<file path="src/rtl/muldiv_pkg.sv">
`default_nettype none
// ----------------------------------------------------------------------------
// muldiv_pkg : shared constants, op codes and FSM states for the mul/div unit
// Revision   : 1.0
// ----------------------------------------------------------------------------
package muldiv_pkg;

  localparam int WIDTH = 32;
  localparam int CNT_W = 5;

  localparam logic [1:0] OP_MULT  = 2'b00;
  localparam logic [1:0] OP_MULTU = 2'b01;
  localparam logic [1:0] OP_DIV   = 2'b10;
  localparam logic [1:0] OP_DIVU  = 2'b11;

  typedef enum logic [1:0] {
    IDLE = 2'd0,
    CALC = 2'd1,
    FIX  = 2'd2
  } state_e;

endpackage
`default_nettype wire

</file>
<file path="src/rtl/muldiv_step.sv">
`default_nettype none
// ----------------------------------------------------------------------------
// muldiv_step : one shift-add multiply or restoring-divide iteration
// Revision    : 1.0
// ----------------------------------------------------------------------------
module muldiv_step #(
  parameter int WIDTH = 32
) (
  input  logic             is_div_i,
  input  logic [WIDTH-1:0] acc_i,
  input  logic [WIDTH-1:0] shreg_i,
  input  logic [WIDTH-1:0] opnd_i,
  output logic [WIDTH-1:0] acc_o,
  output logic [WIDTH-1:0] shreg_o
);

  logic [WIDTH:0]   x;
  logic [WIDTH:0]   y;
  logic [WIDTH+1:0] sum;
  logic [WIDTH:0]   msum;

  // Single 33-bit adder: subtract mode for division, add mode for multiply.
  always_comb begin
    x = is_div_i ? {acc_i, shreg_i[WIDTH-1]} : {1'b0, acc_i};
    y = {1'b0, opnd_i};
    sum = {1'b0, x} + {1'b0, (is_div_i ? ~y : y)} + {{(WIDTH+1){1'b0}}, is_div_i};
    msum = {1'b0, acc_i};
    acc_o = acc_i;
    shreg_o = shreg_i;
    if (is_div_i) begin
      // Carry out means the trial subtraction did not borrow.
      if (sum[WIDTH+1]) begin
        acc_o   = sum[WIDTH-1:0];
        shreg_o = {shreg_i[WIDTH-2:0], 1'b1};
      end else begin
        acc_o   = x[WIDTH-1:0];
        shreg_o = {shreg_i[WIDTH-2:0], 1'b0};
      end
    end else begin
      if (shreg_i[0]) begin
        msum = sum[WIDTH:0];
      end
      acc_o   = msum[WIDTH:1];
      shreg_o = {msum[0], shreg_i[WIDTH-1:1]};
    end
  end

endmodule
`default_nettype wire

</file>
<file path="src/rtl/muldiv_unit.sv">
`default_nettype none
// ----------------------------------------------------------------------------
// muldiv_unit : iterative mult/div engine owning the HI/LO pair
// Revision    : 1.0
// ----------------------------------------------------------------------------
module muldiv_unit #(
  parameter int WIDTH = muldiv_pkg::WIDTH,
  parameter int CNT_W = muldiv_pkg::CNT_W
) (
  input  logic             clk,
  input  logic             rstn,
  input  logic             start_i,
  input  logic [1:0]       op_i,
  input  logic [WIDTH-1:0] a_i,
  input  logic [WIDTH-1:0] b_i,
  input  logic             cancel_i,
  input  logic             mthi_i,
  input  logic             mtlo_i,
  input  logic [WIDTH-1:0] wd_i,
  output logic [WIDTH-1:0] hi_o,
  output logic [WIDTH-1:0] lo_o,
  output logic             busy_o,
  output logic             done_o
);

  import muldiv_pkg::*;

  localparam logic [CNT_W-1:0] LAST_CNT = CNT_W'(WIDTH - 1);

  state_e           state_q, state_d;
  logic [CNT_W-1:0] cnt_q, cnt_d;
  logic [WIDTH-1:0] acc_q, acc_d;
  logic [WIDTH-1:0] shreg_q, shreg_d;
  logic [WIDTH-1:0] opnd_q, opnd_d;
  logic             is_div_q, is_div_d;
  logic             neg_q, neg_d;
  logic             rem_neg_q, rem_neg_d;
  logic             dz_q, dz_d;
  logic [WIDTH-1:0] hi_q, hi_d;
  logic [WIDTH-1:0] lo_q, lo_d;
  logic             done_q, done_d;

  logic [WIDTH-1:0]   step_acc;
  logic [WIDTH-1:0]   step_shreg;
  logic               is_signed;
  logic               start_div;
  logic [WIDTH-1:0]   a_abs;
  logic [WIDTH-1:0]   b_abs;
  logic [2*WIDTH-1:0] prod;
  logic [2*WIDTH-1:0] prod_fix;
  logic [WIDTH-1:0]   quo_fix;
  logic [WIDTH-1:0]   rem_fix;

  muldiv_step #(.WIDTH(WIDTH)) u_step (
    .is_div_i (is_div_q),
    .acc_i    (acc_q),
    .shreg_i  (shreg_q),
    .opnd_i   (opnd_q),
    .acc_o    (step_acc),
    .shreg_o  (step_shreg)
  );

  always_comb begin
    is_signed = ~op_i[0];
    start_div = op_i[1];
    a_abs = (is_signed && a_i[WIDTH-1]) ? (~a_i + WIDTH'(1)) : a_i;
    b_abs = (is_signed && b_i[WIDTH-1]) ? (~b_i + WIDTH'(1)) : b_i;

    // Post-correction of the unsigned core result; divide-by-zero forces
    // an all-ones quotient while the remainder path naturally yields a.
    prod     = {acc_q, shreg_q};
    prod_fix = neg_q ? (~prod + (2*WIDTH)'(1)) : prod;
    quo_fix  = dz_q ? {WIDTH{1'b1}} : (neg_q ? (~shreg_q + WIDTH'(1)) : shreg_q);
    rem_fix  = rem_neg_q ? (~acc_q + WIDTH'(1)) : acc_q;
  end

  always_comb begin
    state_d   = state_q;
    cnt_d     = cnt_q;
    acc_d     = acc_q;
    shreg_d   = shreg_q;
    opnd_d    = opnd_q;
    is_div_d  = is_div_q;
    neg_d     = neg_q;
    rem_neg_d = rem_neg_q;
    dz_d      = dz_q;
    hi_d      = mthi_i ? wd_i : hi_q;
    lo_d      = mtlo_i ? wd_i : lo_q;
    done_d    = 1'b0;

    case (state_q)
      IDLE: begin
        if (start_i && !cancel_i) begin
          is_div_d  = start_div;
          neg_d     = is_signed & (a_i[WIDTH-1] ^ b_i[WIDTH-1]);
          rem_neg_d = is_signed & start_div & a_i[WIDTH-1];
          dz_d      = start_div & (b_i == '0);
          acc_d     = '0;
          cnt_d     = '0;
          shreg_d   = start_div ? a_abs : b_abs;
          opnd_d    = start_div ? b_abs : a_abs;
          state_d   = CALC;
        end
      end
      CALC: begin
        if (cancel_i) begin
          state_d = IDLE;
        end else begin
          acc_d   = step_acc;
          shreg_d = step_shreg;
          cnt_d   = cnt_q + CNT_W'(1);
          if (cnt_q == LAST_CNT) begin
            state_d = FIX;
          end
        end
      end
      FIX: begin
        state_d = IDLE;
        if (!cancel_i) begin
          if (is_div_q) begin
            hi_d = rem_fix;
            lo_d = quo_fix;
          end else begin
            hi_d = prod_fix[2*WIDTH-1:WIDTH];
            lo_d = prod_fix[WIDTH-1:0];
          end
          done_d = 1'b1;
        end
      end
      default: state_d = IDLE;
    endcase
  end

  always_ff @(posedge clk or negedge rstn) begin
    if (!rstn) begin
      state_q   <= IDLE;
      cnt_q     <= '0;
      acc_q     <= '0;
      shreg_q   <= '0;
      opnd_q    <= '0;
      is_div_q  <= 1'b0;
      neg_q     <= 1'b0;
      rem_neg_q <= 1'b0;
      dz_q      <= 1'b0;
      hi_q      <= '0;
      lo_q      <= '0;
      done_q    <= 1'b0;
    end else begin
      state_q   <= state_d;
      cnt_q     <= cnt_d;
      acc_q     <= acc_d;
      shreg_q   <= shreg_d;
      opnd_q    <= opnd_d;
      is_div_q  <= is_div_d;
      neg_q     <= neg_d;
      rem_neg_q <= rem_neg_d;
      dz_q      <= dz_d;
      hi_q      <= hi_d;
      lo_q      <= lo_d;
      done_q    <= done_d;
    end
  end

  assign hi_o   = hi_q;
  assign lo_o   = lo_q;
  assign busy_o = (state_q != IDLE);
  assign done_o = done_q;

endmodule
`default_nettype wire

</file>
<file path="config.mk">
export PLATFORM = sky130hd
export DESIGN_NAME = muldiv_unit
export DESIGN_NICKNAME = d
export VERILOG_FILES = /design/src/rtl/muldiv_pkg.sv /design/src/rtl/muldiv_step.sv /design/src/rtl/muldiv_unit.sv
export SDC_FILE = /design/constraint.sdc
export NUM_CORES = 1
export LEC_CHECK = 0
export ABC_AREA = 1
export BUFFER_PORTS_ARGS = -buffer_cell sky130_fd_sc_hd__buf_2
export CAP_MARGIN = 20
export CORE_MARGIN = 2
export CORE_UTILIZATION = 30
export DETAILED_ROUTE_END_ITERATION = 7
export GPL_ROUTABILITY_DRIVEN = 0
export GPL_TIMING_DRIVEN = 0
export SKIP_CTS_REPAIR_TIMING = 1
export SLEW_MARGIN = 20
export SYNTH_ARGS = -nofsm -noshare
export SYNTH_HDL_FRONTEND = slang
export SYNTH_SLANG_ARGS = --single-unit
</file>
<file path="constraint.sdc">
create_clock -name clk -period 7.97 [get_ports clk]
set_input_delay 0.3985 -clock clk [delete_from_list [all_inputs] [get_ports clk]]
set_output_delay 0.3985 -clock clk [all_outputs]
set_load 0.01 [all_outputs]
</file>
==> results.py, run 1 <==
metrics = {
    "pwr": {
        "clkPwrFrac_pct": 13.8,
        "p_sw_w": 0.003561,
        "internal_power_w": 0.002793,
        "powerDensity_nw_per_um2": 325.8,
        "max-vdd-ir-drop_v": 0.0002287,
        "leakagePower_nw": 9.708,
        "pwr-share-seq_pct": 21.0,
        "power.total_w": 0.006354,
        "switching_share_pct": 56.04,
        "power_frac_comb_pct": 65.2,
    },
    "grt": {
        "grt_pass1_vias": 18702,
        "track_usage_pct": 25.37,
        "grt_max_degree": 90,
        "grt_overflow_total": 0,
        "grt_first_pass_wirelength_mm": 114.8,
        "antenna_found_initial": 2,
    },
    "die": {
        "num_io_pins": 170,
        "rows": 87,
        "core_um2": 56390,
        "start_util_pct": 30.31,
        "die_w_um": 242.7,
        "die_area_um2": 58900,
        "fp.dieH_um": 242.7,
    },
    "critical_path": {
        "crit_path_max_fanout": 10,
        "r2r_start": "is_div_q",
        "critical_path.cell_chain": "buf_6 -> clkbuf_1 -> buf_2 -> buf_2 -> xor2_1 -> ha_1 -> nand2_2 -> inv_2 -> nand2_1 -> nand3_1 -> a21oi_1 -> nand3_2 -> nand2_4 -> nand2_8 -> nor2_4 -> buf_6 -> nand2_1 -> nand3_1 -> o21ai_0",
        "reg2reg_to": "acc_q[13]",
        "cp.required_ns": 8.28,
        "worstSetupStartpointType": "register",
        "end_kind": "register",
        "rr_worst_depth": 19,
        "slowest_delay_ns": 0.52,
        "critical_path_class": "reg2reg",
        "crit_start": "is_div_q",
        "ff2ff_setup_slack_ns": 3.60,
        "cpMaxStageDelayCell": "clkbuf_1",
        "crit_arrival_ns": 4.67,
    },
    "layout": {
        "mostFrequentLayoutCells": "nand2_1, nor2_1, inv_1",
        "fill_cells": 6426,
        "multi_input_area_um2": 11110,
        "final_common_cell": "nand2_1",
        "syn2layout_area_growth_pct": 14.12,
        "drive_above_1_share_pct": 10.00,
        "seqCellArea_um2": 4304,
        "nets": 3160,
        "finalInstanceArea_um2": 19510,
    },
    "timing": {
        "finalMaxSlewViolations": 0,
        "max_slew_margin_pct": 37.79,
        "hold_violations": 0,
        "setup_tns_ns": 0,
        "clock-skew-final_ns": 0.02620,
        "post-route-period-util_pct": 54.77,
        "setup_viol": 0,
        "fin_crit_ns": 4.365,
        "rsz0062_at_grt": "false",
        "worst_pin_slew_ns": 0.9332,
        "fmax_mhz": 229.1,
    },
    "outcome": {
        "status": "finished clean",
    },
    "placed_design": {
        "postPlaceCellArea_um2": 18910,
        "dp_hpwl_mm": 62.01,
        "numPortBuffers": 166,
    },
    "detailed_routing": {
        "dr.pass1.iters": 6,
        "drc_errors": 0,
        "wl_mm": 75.90,
        "post_drt_wl_per_cell_um": 20.04,
        "antenna_left": 0,
        "via_per_inst": 5.378,
        "drt_iter0_drc": 2537,
        "vias": 20365,
    },
    "clock_network": {
        "cts_tree": "built",
        "root_buffer": "clkbuf_16",
        "cts.clk_slew.worst_paths_ns": 0.07,
        "clock_latency_ns": 0.48,
        "cts_inserted_buffers": 17,
        "cts_buffer_depth": 2,
        "h-tree-depth": 4,
        "cts_num_sinks": 172,
    },
    "synth": {
        "synth_fp_nets": 2973,
        "netlist_area_um2": 17090,
        "synth_cell_type_count": 61,
        "syn_inst": 2831,
        "syn_avg_cell_area_um2": 6.037,
        "yosys_warnings": 0,
        "yosysSeqAreaShare_pct": 25.18,
        "synth-seq-cells": 172,
    },
    "min_path": {
        "hold_depth": 3,
        "min_from": "wd_i[28]",
        "holdPathEnd": "hi_o[28]",
        "hold_class": "in2reg",
    },
    "job": {
        "drv_cap": 0,
    },
}
cell type report:
type | count | area share, %
timing repair buffer | 168 | 4.503
clock inverter | 8 | 0.5581
clock buffer | 23 | 2.450
sequential | 172 | 22.07
buffer | 126 | 2.829
tap | 756 | 4.850
antenna | 1 | 0.01283
inverter | 298 | 5.748
multi-input combinational | 2235 | 56.98
flip-flops by register name, summed over array words and instances, names as in the netlist:
name / cells
acc_q: 32
hi_o: 32
lo_o: 32
opnd_q: 32
shreg_q: 32
cnt_q: 5
state_q: 2
done_o: 1
dz_q: 1
is_div_q: 1
neg_q: 1
rem_neg_q: 1
routing by layer:
layer | part of all wire (%) | global-route usage (%)
met1 | 42 | 34.79
met2 | 43 | 38.54
met3 | 11 | 5.606
met4 | 4.4 | 10.21
met5 | 0.036 | 0
power by group through the flow:
stage | Sequential [W] | Clock, W | Combinational (W)
CTS | 0.00132 | 0.000878 | 0.00401
floorplan | 0.00124 | 0 | 0.00279
global placement | 0.00133 | 0 | 0.00398
finish | 0.00133 | 0.000876 | 0.00414
detailed placement | 0.00133 | 0 | 0.00399
global route | 0.00135 | 0.000911 | 0.00455
cells in the mapped netlist, drive strengths merged:
cell type    n  area [um^2]
a22o         1        8.760
clkbuf      81        305.3
buf         45        246.5
nor2       306         1214
a21o         3        22.52
nand3b      19        142.6
o2111ai      1        8.760
nand2      944         3597
o22ai        5        31.28
o21ai      192        994.7
o41ai        1        8.760
a31oi       11        68.82
o211ai      36        270.3
xor2       117         1025
clkinv       2        7.510
and2         9        56.30
inv        296         1114
mux2i        6        60.06
and3         2        12.51
nor3b        1        7.510
a41oi        1        8.760
a221oi       1        8.760
o31ai        7        80.08
a31o         1        8.760
o221ai       6        52.55
nand4       38        237.7
dfrtp      172         4304
o21bai       9        67.56
fa           1        20.02
ha          37        462.9
a211o        1        8.760
nor4         2        12.51
a21oi      171        878.3
or2         14        87.58
a32o         2        20.02
a21boi       1        7.510
nand3      219         1139
a22oi       37        277.8
xnor2        6        52.55
nor3        27        155.2
how the worst max path moves through the flow:
| stage | endpoint | slack (ns) |
|---|---|---|
| floorplan | acc_q[31] | 5.06 |
| global placement | opnd_q[13] | 3.50 |
| detailed placement | acc_q[13] | 3.79 |
| CTS | acc_q[13] | 3.75 |
| global route | acc_q[26] | 3.44 |
| finish | acc_q[13] | 3.60 |
worst max-delay path: cells and delay by family (launching register included):
family          cells  cell delay (ns)
compound gates      2             0.38
xor+xnor            1             0.36
fa+ha+maj           1             0.37
buf+inv             6             1.71
flops               1             0.37
simple gates        9             0.99
stage by stage:
stage / utilization [%] / setup WS (ns) / hold slack, ns / cells
2_1_floorplan: - / 5.064 / 0.1029 / 2831
4_1_cts: 34.57 / 3.754 / -0.03853 / 3785
3_3_place_gp: 33.46 / 3.503 / 0.4767 / 3753
5_1_grt: 34.59 / 3.436 / 0.2002 / 3786
3_5_place_dp: 33.53 / 3.786 / 0.4538 / 3754
6_report: 34.59 / 3.605 / 0.2021 / 3787
logic make-up (layout without fill, tap and decap cells):
logic type / count (synthesis) / in the layout / share of synthesized area [%]
AND/OR/NAND/NOR: 1581 / 1581 / 38.98
AO/OA/AOI/OAI: 487 / 487 / 16.57
buffers and inverters: 424 / 623 / 9.788
flip-flops: 172 / 172 / 25.18
XOR/XNOR: 123 / 123 / 6.303
adder cells (fa/ha/maj): 38 / 38 / 2.826
multiplexers: 6 / 6 / 0.3514
other: 0 / 1 / 0
No activity file was read; power rests on OpenSTA's default activity.
==> inputs of run 2 (changes only) <==
Settings changed: ABC_AREA 1 to 0.
Clock period 7.97 ns to 3.7 ns, I/O delays scaled along.
==> results.py, run 2 <==
metrics = {
    "outcome": {
        "status": "complete, but fails checks",
        "violations": "setup timing",
    },
    "clock_network": {
        "h-tree-depth": 4,
        "cts_inserted_buffers": 17,
        "root_buffer": "clkbuf_16",
        "clock_latency_ns": 0.45,
        "cts_tree": "built",
        "cts_buffer_depth": 2,
        "cts.clk_slew.worst_paths_ns": 0.07,
        "cts_num_sinks": 172,
    },
    "detailed_routing": {
        "antenna_left": 0,
        "via_per_inst": 5.759,
        "wl_mm": 56.97,
        "dr.pass1.iters": 8,
        "drt_iter0_drc": 1679,
        "post_drt_wl_per_cell_um": 21.97,
        "vias": 14932,
        "drc_errors": 0,
    },
    "timing": {
        "max_slew_margin_pct": 43.77,
        "hold_violations": 0,
        "setup_viol": 7,
        "post-route-period-util_pct": 105.1,
        "layout_setup_ws_ns": -0.1905,
        "worst_pin_slew_ns": 0.8434,
        "rsz0062_at_grt": "true",
        "fmax_mhz": 257.0,
        "finalMaxSlewViolations": 0,
        "fin_crit_ns": 3.890,
        "clock-skew-final_ns": 0.01303,
    },
    "synth": {
        "synth-seq-cells": 172,
        "synth_flop_cell": "dfrtp_1",
        "syn_inst": 1753,
        "yosysTopAreaCellShare_pct": 29.64,
        "synth-edff-count": 0,
        "netlist_area_um2": 14520,
        "synthArstFlopShare_pct": 100.0,
        "synthTopCellsByCount": "a21oi_1, dfrtp_1, nor2_1",
        "syn_avg_cell_area_um2": 8.284,
        "yosysSeqAreaShare_pct": 29.64,
        "synth_cell_type_count": 81,
        "synth_fp_nets": 1895,
        "yosys_warnings": 0,
        "synth_area_leaders": "dfrtp_1, mux2i_1, xor2_1",
        "synth_top_area_cell": "dfrtp_1",
    },
    "grt": {
        "grt_max_degree": 92,
        "grt_first_pass_wirelength_mm": 84.94,
        "antenna_found_initial": 1,
        "grt_overflow_total": 0,
        "track_usage_pct": 21.83,
        "grt_pass1_vias": 14137,
    },
    "placed_design": {
        "numPortBuffers": 166,
        "dp_hpwl_mm": 44.35,
        "postPlaceCellArea_um2": 16180,
        "dp.cells": 2535,
    },
    "critical_path": {
        "crit_path_max_fanout": 7,
        "worstSetupStartpointType": "register",
        "critical_path_class": "reg2reg",
        "cp.required_ns": 4.04,
        "r2r_start": "is_div_q",
        "end_kind": "register",
        "crit_arrival_ns": 4.23,
        "crit_start": "is_div_q",
    },
    "min_path": {
        "min_from": "wd_i[11]",
        "hold_class": "in2reg",
    },
    "die": {
        "die_w_um": 224.0,
        "core_um2": 47750,
        "start_util_pct": 30.42,
        "die_area_um2": 50190,
        "num_io_pins": 170,
        "rows": 80,
        "fp.dieH_um": 224.0,
    },
    "job": {
        "drv_cap": 0,
    },
    "layout": {
        "syn2layout_area_growth_pct": 22.68,
        "final_common_cell": "dfrtp_1",
        "mostFrequentLayoutCells": "dfrtp_1, buf_2, a21oi_1",
        "drive_above_1_share_pct": 20.63,
        "fin_cells": 2593,
        "antenna_cells": 0,
        "finalInstanceArea_um2": 17820,
        "nets": 2108,
    },
    "pwr": {
        "powerDensity_nw_per_um2": 744.0,
        "max-vdd-ir-drop_v": 0.0004510,
        "leakagePower_nw": 7.443,
        "power.total_w": 0.01326,
    },
}
run 2: cell count changes after synthesis, moves of 59 or more:
cell and delta:
nand2_1 -782, mux2i_1 +100, nor2_1 -130, xnor2_1 +59, inv_1 -264, nand3_1 -194
run 2: routing by layer:
metal / up-vias / GRT usage (%) / share of wire [%]
met5: - / 0 / 0
met4: 0 / 6.882 / 3.1
met3: 118 / 4.683 / 9.2
met2: 818 / 33.22 / 43
met1: 7234 / 30.73 / 44
li1: 6762 / - / -
run 2: metrics by stage:
stage | hold WS, ns | TNS (ns) | setup slack (ns) | util (%)
finish | 0.03962 | -0.7525 | -0.1905 | 37.32
CTS | -0.2342 | -37.74 | -1.331 | 35.04
detailed placement | 0.2360 | -37.73 | -1.320 | 33.89
floorplan | -0.1106 | -0.04770 | -0.04770 | -
global route | 0.06064 | -1.864 | -0.2661 | 37.32
global placement | 0.4659 | -90.24 | -1.329 | 33.81
run 2: path summary, 6_finish.rpt:
path,depth (start not counted),endpoint,slack [ns]
max,15,acc_q[26],-0.19
min,3,hi_o[11],0.04
max reg2reg,15,acc_q[26],-0.19
min reg2reg,2,cnt_q[4],0.50
max in group asynchronous,3,opnd_q[6],2.45
min in group asynchronous,2,lo_o[9],0.33
run 2: final cells by class:
type	instances	area [um^2]
Tap cell	615	769.5
Clock buffer	19	432.9
Timing Repair Buffer	203	1215
Clock inverter	12	115.1
Sequential cell	172	4304
Multi-Input combinational cell	1413	10190
Inverter	22	82.58
Buffer	137	711.9
Fill cell	4855	29930
run 2: power by group:
part,total [W],internal [W],switching (W)
logic,0.00868,0.00348,0.00520
registers,0.00280,0.00231,0.000498
clock network,0.00177,0.000931,0.000842
run 2: worst max-delay path, stage by stage (launching register included):
cell      delay, ns
dfrtp_1        0.39
buf_6          0.15
buf_12         0.14
buf_12         0.14
buf_12         0.14
xor2_4         0.20
fa_2           0.40
a21oi_4        0.20
nor2b_4        0.08
o311ai_4       0.40
a21oi_2        0.14
o41a_1         0.49
a31oi_1        0.22
xor2_1         0.29
nand3_1        0.12
a32o_1         0.26
run 2: cells by family after synthesis:
family	synth area share (%)
simple gates	17.43
mux	10.49
buf+inv	4.411
fa+ha+maj	3.326
xor+xnor	10.98
compound gates	23.74
flops	29.64
